### config.mk
export PLATFORM = sky130hd
export DESIGN_NAME = fp_div_param_flat
export DESIGN_NICKNAME = d
export VERILOG_FILES = /design/src/rtl/fp_div_pkg.sv /design/src/rtl/fp_div_param_if.sv /design/src/rtl/fp_div_round.sv /design/src/rtl/fp_div_param.sv /design/src/flat_wrapper.sv
export SDC_FILE = /design/constraint.sdc
export NUM_CORES = 1
export LEC_CHECK = 0
export BUFFER_PORTS_ARGS = -buffer_cell sky130_fd_sc_hd__clkbuf_2
export CAP_MARGIN = 20
export CELL_PAD_IN_SITES_DETAIL_PLACEMENT = 0
export CELL_PAD_IN_SITES_GLOBAL_PLACEMENT = 1
export CORE_MARGIN = 2
export CORE_UTILIZATION = 40
export DETAILED_ROUTE_END_ITERATION = 10
export PLACE_DENSITY_LB_ADDON = 0.1
export SLEW_MARGIN = 20
export SYNTH_ARGS = -nofsm -noshare
export SYNTH_HDL_FRONTEND = slang
export SYNTH_SLANG_ARGS = --single-unit
### constraint.sdc
create_clock -name clk -period 5.9 [get_ports clk]
set_clock_uncertainty 0.15 [all_clocks]
set_input_delay 0.885 -clock clk [delete_from_list [all_inputs] [get_ports clk]]
set_output_delay 0.885 -clock clk [all_outputs]
set_load 0.02 [all_outputs]
### src/rtl/fp_div_pkg.sv
// Shared types and constants for the parametrised floating-point divider.
package fp_div_pkg;

  typedef enum logic [2:0] {S_IDLE, S_UNPACK, S_DIVIDE, S_NORM, S_ROUND} state_t;

  typedef enum logic [2:0] {C_ZERO, C_NORM, C_INF, C_QNAN, C_SNAN} cls_t;

  localparam int FLG_NV = 4;
  localparam int FLG_DZ = 3;
  localparam int FLG_OF = 2;
  localparam int FLG_UF = 1;
  localparam int FLG_NX = 0;

endpackage

### src/rtl/fp_div_param_if.sv
// Start/operand/result bundle between a requester and the divider.
interface fp_div_param_if #(parameter int W = 64);
  logic         strt;
  logic [W-1:0] a;
  logic [W-1:0] b;
  logic [W-1:0] z;
  logic         busy;
  logic         done;
  logic [4:0]   flags;

  modport master (output strt, a, b, input z, busy, done, flags);
  modport slave  (input strt, a, b, output z, busy, done, flags);
endinterface

### src/rtl/fp_div_round.sv
// Combinational RNE rounding, overflow/underflow (flush-to-zero) and packing.
module fp_div_round
  import fp_div_pkg::*;
#(
  parameter int EXP_W = 11,
  parameter int MAN_W = 52
) (
  input  logic                     i_sign,
  input  logic signed [EXP_W+1:0]  i_exp,
  input  logic [MAN_W:0]           i_mant,
  input  logic                     i_g,
  input  logic                     i_r,
  input  logic                     i_s,
  output logic [EXP_W+MAN_W:0]     o_z,
  output logic [4:0]               o_flags
);
  localparam logic signed [EXP_W+1:0] EXP_MAX = (EXP_W+2)'((1 << EXP_W) - 1);
  localparam logic signed [EXP_W+1:0] EXP_MIN = '0;

  logic                    w_inc;
  logic [MAN_W+1:0]        w_sum;
  logic signed [EXP_W+1:0] w_exp;

  always_comb begin
    w_inc = i_g & (i_r | i_s | i_mant[0]);
    w_sum = {1'b0, i_mant} + {{(MAN_W+1){1'b0}}, w_inc};
    // a carry-out leaves the fraction bits all zero, so only the exponent moves
    w_exp = i_exp + $signed({{(EXP_W+1){1'b0}}, w_sum[MAN_W+1]});
    o_flags = '0;
    o_flags[FLG_NX] = i_g | i_r | i_s;
    o_z = {i_sign, w_exp[EXP_W-1:0], w_sum[MAN_W-1:0]};
    if (w_exp >= EXP_MAX) begin
      o_z = {i_sign, {EXP_W{1'b1}}, {MAN_W{1'b0}}};
      o_flags[FLG_OF] = 1'b1;
      o_flags[FLG_NX] = 1'b1;
    end else if (w_exp <= EXP_MIN) begin
      o_z = {i_sign, {(EXP_W+MAN_W){1'b0}}};
      o_flags[FLG_UF] = 1'b1;
      o_flags[FLG_NX] = 1'b1;
    end
  end
endmodule

### src/rtl/fp_div_param.sv
// Multi-cycle radix-2 restoring IEEE-754 divider, format set by EXP_W/MAN_W.
module fp_div_param
  import fp_div_pkg::*;
#(
  parameter int EXP_W = 11,
  parameter int MAN_W = 52
) (
  input logic           clk,
  input logic           reset,
  fp_div_param_if.slave bus
);
  localparam int W  = 1 + EXP_W + MAN_W;
  localparam int QW = MAN_W + 4;
  localparam int EW = EXP_W + 2;
  localparam int CW = $clog2(QW + 1);
  localparam logic signed [EW-1:0] BIAS = EW'((1 << (EXP_W - 1)) - 1);

  state_t                r_state, w_nxt;
  logic [W-1:0]          r_a, r_b, r_z, r_spc_z;
  logic [4:0]            r_flags, r_spc_flags;
  logic                  r_busy, r_done, r_sign, r_spc, r_stk;
  logic signed [EW-1:0]  r_exp;
  logic [MAN_W+1:0]      r_rem;
  logic [MAN_W:0]        r_div;
  logic [QW-1:0]         r_q;
  logic [CW-1:0]         r_cnt;

  cls_t                  w_ca, w_cb;
  logic                  w_sign, w_spc;
  logic [W-1:0]          w_spc_z, w_rz;
  logic [4:0]            w_spc_flags, w_rflags;
  logic [MAN_W+2:0]      w_trial;

  // subnormals classify as zero (flush-to-zero on input)
  function automatic cls_t classify(input logic [W-1:0] x);
    if (x[W-2:MAN_W] == '0) return C_ZERO;
    if (x[W-2:MAN_W] != '1) return C_NORM;
    if (x[MAN_W-1:0] == '0) return C_INF;
    return x[MAN_W-1] ? C_QNAN : C_SNAN;
  endfunction

  always_comb begin
    w_ca        = classify(r_a);
    w_cb        = classify(r_b);
    w_sign      = r_a[W-1] ^ r_b[W-1];
    w_spc       = 1'b1;
    w_spc_flags = '0;
    w_spc_z     = {1'b0, {EXP_W{1'b1}}, 1'b1, {(MAN_W-1){1'b0}}};
    if (w_ca inside {C_QNAN, C_SNAN} || w_cb inside {C_QNAN, C_SNAN}) begin
      w_spc_flags[FLG_NV] = (w_ca == C_SNAN) || (w_cb == C_SNAN);
    end else if ((w_ca == C_ZERO && w_cb == C_ZERO) || (w_ca == C_INF && w_cb == C_INF)) begin
      w_spc_flags[FLG_NV] = 1'b1;
    end else if (w_ca == C_INF) begin
      w_spc_z = {w_sign, {EXP_W{1'b1}}, {MAN_W{1'b0}}};
    end else if (w_cb == C_ZERO) begin
      w_spc_z = {w_sign, {EXP_W{1'b1}}, {MAN_W{1'b0}}};
      w_spc_flags[FLG_DZ] = 1'b1;
    end else if (w_ca == C_ZERO || w_cb == C_INF) begin
      w_spc_z = {w_sign, {(W-1){1'b0}}};
    end else begin
      w_spc = 1'b0;
    end
  end

  // sign bit of the extended difference decides the quotient bit
  assign w_trial = {1'b0, r_rem} - {2'b00, r_div};

  always_comb begin
    w_nxt = r_state;
    case (r_state)
      S_IDLE:   if (bus.strt) w_nxt = S_UNPACK;
      S_UNPACK: w_nxt = w_spc ? S_ROUND : S_DIVIDE;
      S_DIVIDE: if (r_cnt == CW'(1)) w_nxt = S_NORM;
      S_NORM:   w_nxt = S_ROUND;
      S_ROUND:  w_nxt = S_IDLE;
      default:  w_nxt = S_IDLE;
    endcase
  end

  always_ff @(posedge clk or negedge reset) begin
    if (!reset) r_state <= S_IDLE;
    else        r_state <= w_nxt;
  end

  always_ff @(posedge clk or negedge reset) begin
    if (!reset) begin
      r_a <= '0; r_b <= '0; r_z <= '0; r_spc_z <= '0;
      r_flags <= '0; r_spc_flags <= '0;
      r_busy <= 1'b0; r_done <= 1'b0; r_sign <= 1'b0; r_spc <= 1'b0; r_stk <= 1'b0;
      r_exp <= '0; r_rem <= '0; r_div <= '0; r_q <= '0; r_cnt <= '0;
    end else begin
      r_done <= 1'b0;
      case (r_state)
        S_IDLE: if (bus.strt) begin
          r_a    <= bus.a;
          r_b    <= bus.b;
          r_busy <= 1'b1;
        end
        S_UNPACK: begin
          r_sign      <= w_sign;
          r_spc       <= w_spc;
          r_spc_z     <= w_spc_z;
          r_spc_flags <= w_spc_flags;
          r_rem       <= {1'b0, 1'b1, r_a[MAN_W-1:0]};
          r_div       <= {1'b1, r_b[MAN_W-1:0]};
          r_q         <= '0;
          r_cnt       <= CW'(QW);
          r_exp       <= $signed({2'b00, r_a[W-2:MAN_W]}) - $signed({2'b00, r_b[W-2:MAN_W]}) + BIAS;
        end
        S_DIVIDE: begin
          r_q   <= {r_q[QW-2:0], ~w_trial[MAN_W+2]};
          r_rem <= w_trial[MAN_W+2] ? {r_rem[MAN_W:0], 1'b0} : {w_trial[MAN_W:0], 1'b0};
          r_cnt <= r_cnt - CW'(1);
        end
        S_NORM: begin
          r_stk <= |r_rem;
          if (!r_q[QW-1]) begin
            r_q   <= {r_q[QW-2:0], 1'b0};
            r_exp <= r_exp - EW'(1);
          end
        end
        S_ROUND: begin
          r_z     <= r_spc ? r_spc_z : w_rz;
          r_flags <= r_spc ? r_spc_flags : w_rflags;
          r_done  <= 1'b1;
          r_busy  <= 1'b0;
        end
        default: ;
      endcase
    end
  end

  // quotient LSB is the third bit below the round position; it folds into sticky
  fp_div_round #(.EXP_W(EXP_W), .MAN_W(MAN_W)) u_round (
    .i_sign  (r_sign),
    .i_exp   (r_exp),
    .i_mant  (r_q[QW-1:3]),
    .i_g     (r_q[2]),
    .i_r     (r_q[1]),
    .i_s     (r_q[0] | r_stk),
    .o_z     (w_rz),
    .o_flags (w_rflags)
  );

  assign bus.z     = r_z;
  assign bus.flags = r_flags;
  assign bus.busy  = r_busy;
  assign bus.done  = r_done;
endmodule

### src/flat_wrapper.sv
// flat-port wrapper written by rule: the top's interface ports become plain ports
module fp_div_param_flat import fp_div_pkg::*;
#(
  parameter int EXP_W = 11,
  parameter int MAN_W = 52
)
  (clk, reset, bus_strt, bus_a, bus_b, bus_z, bus_busy, bus_done, bus_flags);
  fp_div_param_if #(.W(64)) bus_i ();
  input logic clk;
  input logic reset;
  input wire logic [$bits(bus_i.strt)-1:0] bus_strt;
  input wire logic [$bits(bus_i.a)-1:0] bus_a;
  input wire logic [$bits(bus_i.b)-1:0] bus_b;
  output wire logic [$bits(bus_i.z)-1:0] bus_z;
  output wire logic [$bits(bus_i.busy)-1:0] bus_busy;
  output wire logic [$bits(bus_i.done)-1:0] bus_done;
  output wire logic [$bits(bus_i.flags)-1:0] bus_flags;
  assign bus_i.strt = bus_strt;
  assign bus_i.a = bus_a;
  assign bus_i.b = bus_b;
  assign bus_z = bus_i.z;
  assign bus_busy = bus_i.busy;
  assign bus_done = bus_i.done;
  assign bus_flags = bus_i.flags;
  fp_div_param #(.EXP_W(EXP_W), .MAN_W(MAN_W)) u_core (.clk(clk), .reset(reset), .bus(bus_i));
endmodule
==> summary.txt <==
Clock network
  – H-tree Lvls: 2
  – TritonCTS clock tree: done
  – CTS Buf Count: 45
  – CTS sink cnt: slightly below 400
  – CTS resizes: 0
  – Reg clk slew, reported paths: 60 ps
  – CTS Buffer Depth: 3
  – Clock latency on the worst-skew pair: 580 ps
  – Root Buffer: clkbuf_16
  – Post-CTS setup buffers: 0
  – Hold Buf Count CTS: 0

Global route
  – Initial antenna violation count: 0
  – Global route overflow: 0
  – Vias in the first global route: 16446
  – Total GRT Usage: 0.2114
  – First-pass GRT wire length: a little over 90000 um
  – Pin count of the biggest net entering global routing: 140

Power
  – Clk pwr share: 0.178
  – Pleak: about 11 nW
  – P_sw: 6.874 mW
  – Pint: 8.651 mW
  – Sequential Power Share: 0.306
  – Switching share of power: 0.4428
  – Peak VDD IR: 0.2674 mV
  – PwrDens: approximately 650 nW/um2
  – Final Power: 15.52 mW
  – Comb pwr share: 0.516

Worst setup path
  – Crit path depth: 18
  – Reg2Reg Depth: 18
  – Max FO, Critical Path: 49
  – Type of the worst setup path: register to register
  – Startpoint type of the worst setup path: register
  – Ordered cell list for the critical path: and3_1, nand3_1, nor2_1, nand4_1, nor2_1, nand3_1, nor4_1, and3_1, ha_1, and3_1, and3_1, nand3_1, xor2_1, nor3b_4, and2_1, nand2_2, buf_4, o21ai_0
  – Worst Path Required: 6230 ps
  – Delay-heaviest family, CP: simple AND/OR/NAND/NOR gates
  – Slowest cell on the critical path: nor4_1
  – Slowest stage delay, CP: 540 ps
  – Setup crit end kind: register
  – Data arrival time of the critical path: 5640 ps
  – Most used cell, CP: and3_1
  – Bufs and invs on worst path: 1

Synthesis
  – Synth Area in XOR/XNOR: 0.05287
  – Yosys top cell area share: 0.4699
  – Post-synthesis simple-gate area fraction: 0.1415
  – Ys flop type: dfrtp_1
  – Largest family of logic cells by synthesized area: compound AO/OA/AOI/OAI gates
  – Compound-Gate Fraction of Synth Area: 0.1827
  – Yosys warns: 0
  – Synthesis-stage register bit count: a little under 400
  – Synth Cell Area: ~21000 um2
  – Synth cell count leaders: dfrtp_1, nand2_1, o21ai_0
  – Top area cells in the synthesized netlist: dfrtp_1, mux2_2, nand2_1, o21ai_0, ha_1
  – Synthesized area per cell: approximately 9.7 um2
  – Post-Synth Adder-Cell Area: 0.04447
  – Mux share of post-synthesis cell area: 0.06857
  – Cell variety after synth: 77
  – Post-synth EDFFs: 0
  – Synth async-reset ratio: 1.000
  – Count leader, synth: dfrtp_1
  – Sequential share of the synthesized area: 0.4699
  – Net count after synthesis: 2364
  – Post-synth top area cell: dfrtp_1
  – Cells after Synth: 2160

Routing
  – DR iter-0 viols: 1196
  – Wire per inst: approximately 19 um
  – DRT Wirelength: 56700 um
  – DRT Pass-1 Iters: 5
  – Drt via density: 5.501
  – Total number of vias: 16613
  – ANT nets after route: 0
  – # DRC: 0

STA
  – Crit path time final: 5305 ps
  – Setup violators final: 0
  – Fmax: 0.1885 GHz
  – TNS Setup: 0 ps
  – PnR worst setup slack: 594.7 ps
  – Count of final hold-check violations: 0
  – Final Max Tran Viols: 0
  – RSZ-0062 raised after global routing: false
  – Final hold slack: 84.59 ps
  – Fin crit share: 0.8992
  – Rel. slew slack: 0.2972
  – Worst-Margin Slew: 1054 ps

Worst hold path
  – Hold Path Class: primary input to async pin

Final layout
  – Layout cell share with drive strength beyond 1: 0.1876
  – Non-Filler Instances: 3020
  – Area growth syn-to-layout: 14.55%
  – ANT cells: 0
  – Fillers: 4996
  – Post-layout util: 0.4652
  – Post-route cell area: 23910 um2
  – Final net count: 2512
  – Reg area: 9809 um2
  – Area of the multi-input gates: 10260 um2

Job
  – Max Cap Viol: 0

Die
  – Die Ht: 232.4 um
  – Core area: 51410 um2
  – Row Count: 83
  – Die ar.: 54030 um2
  – Die width: between 200 and 250 um
  – Ports: between 200 and 250
  – Starting Density: 0.4061

Placed design
  – Placement Cell Area: 22450 um2
  – Final GP Congestion: just under 0.9
  – Pre-CTS setup slack: 586.1 ps
  – # port buffers: 201
  – Hpwl dp: 40910 um
  – Placed cell count: 2941

Status
  – Outcome: completed
cells by family (layout without fill, tap and decap cells):
family	count (synthesis)	after routing
flip-flops	392	392
multiplexers	128	128
buffers and inverters	212	392
AO/OA/AOI/OAI	598	598
adder cells (fa/ha/maj)	73	73
AND/OR/NAND/NOR	631	631
XOR/XNOR	126	126
worst paths after layout:
path	start	to	slack [ps]
setup reg to reg	u_core.r_q[14]$_DFFE_PN0P_	u_core.bus.z[37]$_DFFE_PN0P_	590
hold reg to reg	u_core.r_div[52]$_DFFE_PN0P_	u_core.r_div[52]$_DFFE_PN0P_	310
hold / removal	reset	u_core.r_b[52]$_DFFE_PN0P_	80
max in group asynchronous	reset	u_core.r_b[32]$_DFFE_PN0P_	4270
min in group clk	u_core.r_div[52]$_DFFE_PN0P_	u_core.r_div[52]$_DFFE_PN0P_	310
setup / recovery	u_core.r_q[14]$_DFFE_PN0P_	u_core.bus.z[37]$_DFFE_PN0P_	590
flip-flops by register name, indices dropped and copies added (netlist names):
signal / cells
u_core.r_rem: 54
u_core.r_sign: 1
u_core.r_spc_z: 3
u_core.r_div: 53
u_core.r_b: 64
u_core.r_stk: 1
u_core.r_spc_flags: 2
u_core.bus.busy: 1
u_core.r_state: 3
u_core.r_a: 64
u_core.bus.flags: 5
u_core.r_cnt: 6
u_core.bus.done: 1
u_core.r_spc: 1
u_core.bus.z: 64
u_core.r_q: 56
u_core.r_exp: 13
layout make-up:
cell class,instances,area share
Clock buffer,62,0.05567
Timing Repair Buffer,217,0.04908
Tap cell,680,0.03558
Multi-Input combinational cell,1556,0.4291
Sequential cell,392,0.4102
Clock inverter,17,0.005233
Inverter,96,0.01507
power groups by stage:
stage | clock [mW] | sequential (mW) | combinational [mW]
2_1_floorplan | 0 | 4.40 | 6.29
3_3_place_gp | 0 | 4.79 | 7.93
3_5_place_dp | 0 | 4.80 | 7.99
4_1_cts | 2.83 | 4.76 | 8.04
5_1_grt | 2.95 | 4.90 | 9.02
6_report | 2.76 | 4.75 | 8.01
metal layers:
layer | share of wire | up-vias | track usage
li1 | - | 8067 | -
met1 | 0.46 | 8130 | 0.2906
met2 | 0.48 | 342 | 0.3502
met3 | 0.041 | 74 | 0.02647
met4 | 0.023 | 0 | 0.05990
met5 | 0 | - | 0
cell usage in the layout, fill, tap and decap left out, drive strengths merged, types with 24 or more instances in the layout:
master / n
nor2: 108
dfrtp: 392
a21oi: 150
a22o: 56
nand3: 51
o21ai: 191
mux2: 120
ha: 71
nor3: 24
a21o: 29
nand4: 33
xor2: 59
inv: 96
clkbuf: 262
xnor2: 67
nand2: 275
nor4: 58
o22ai: 30
(Power assumes the default switching activity.)
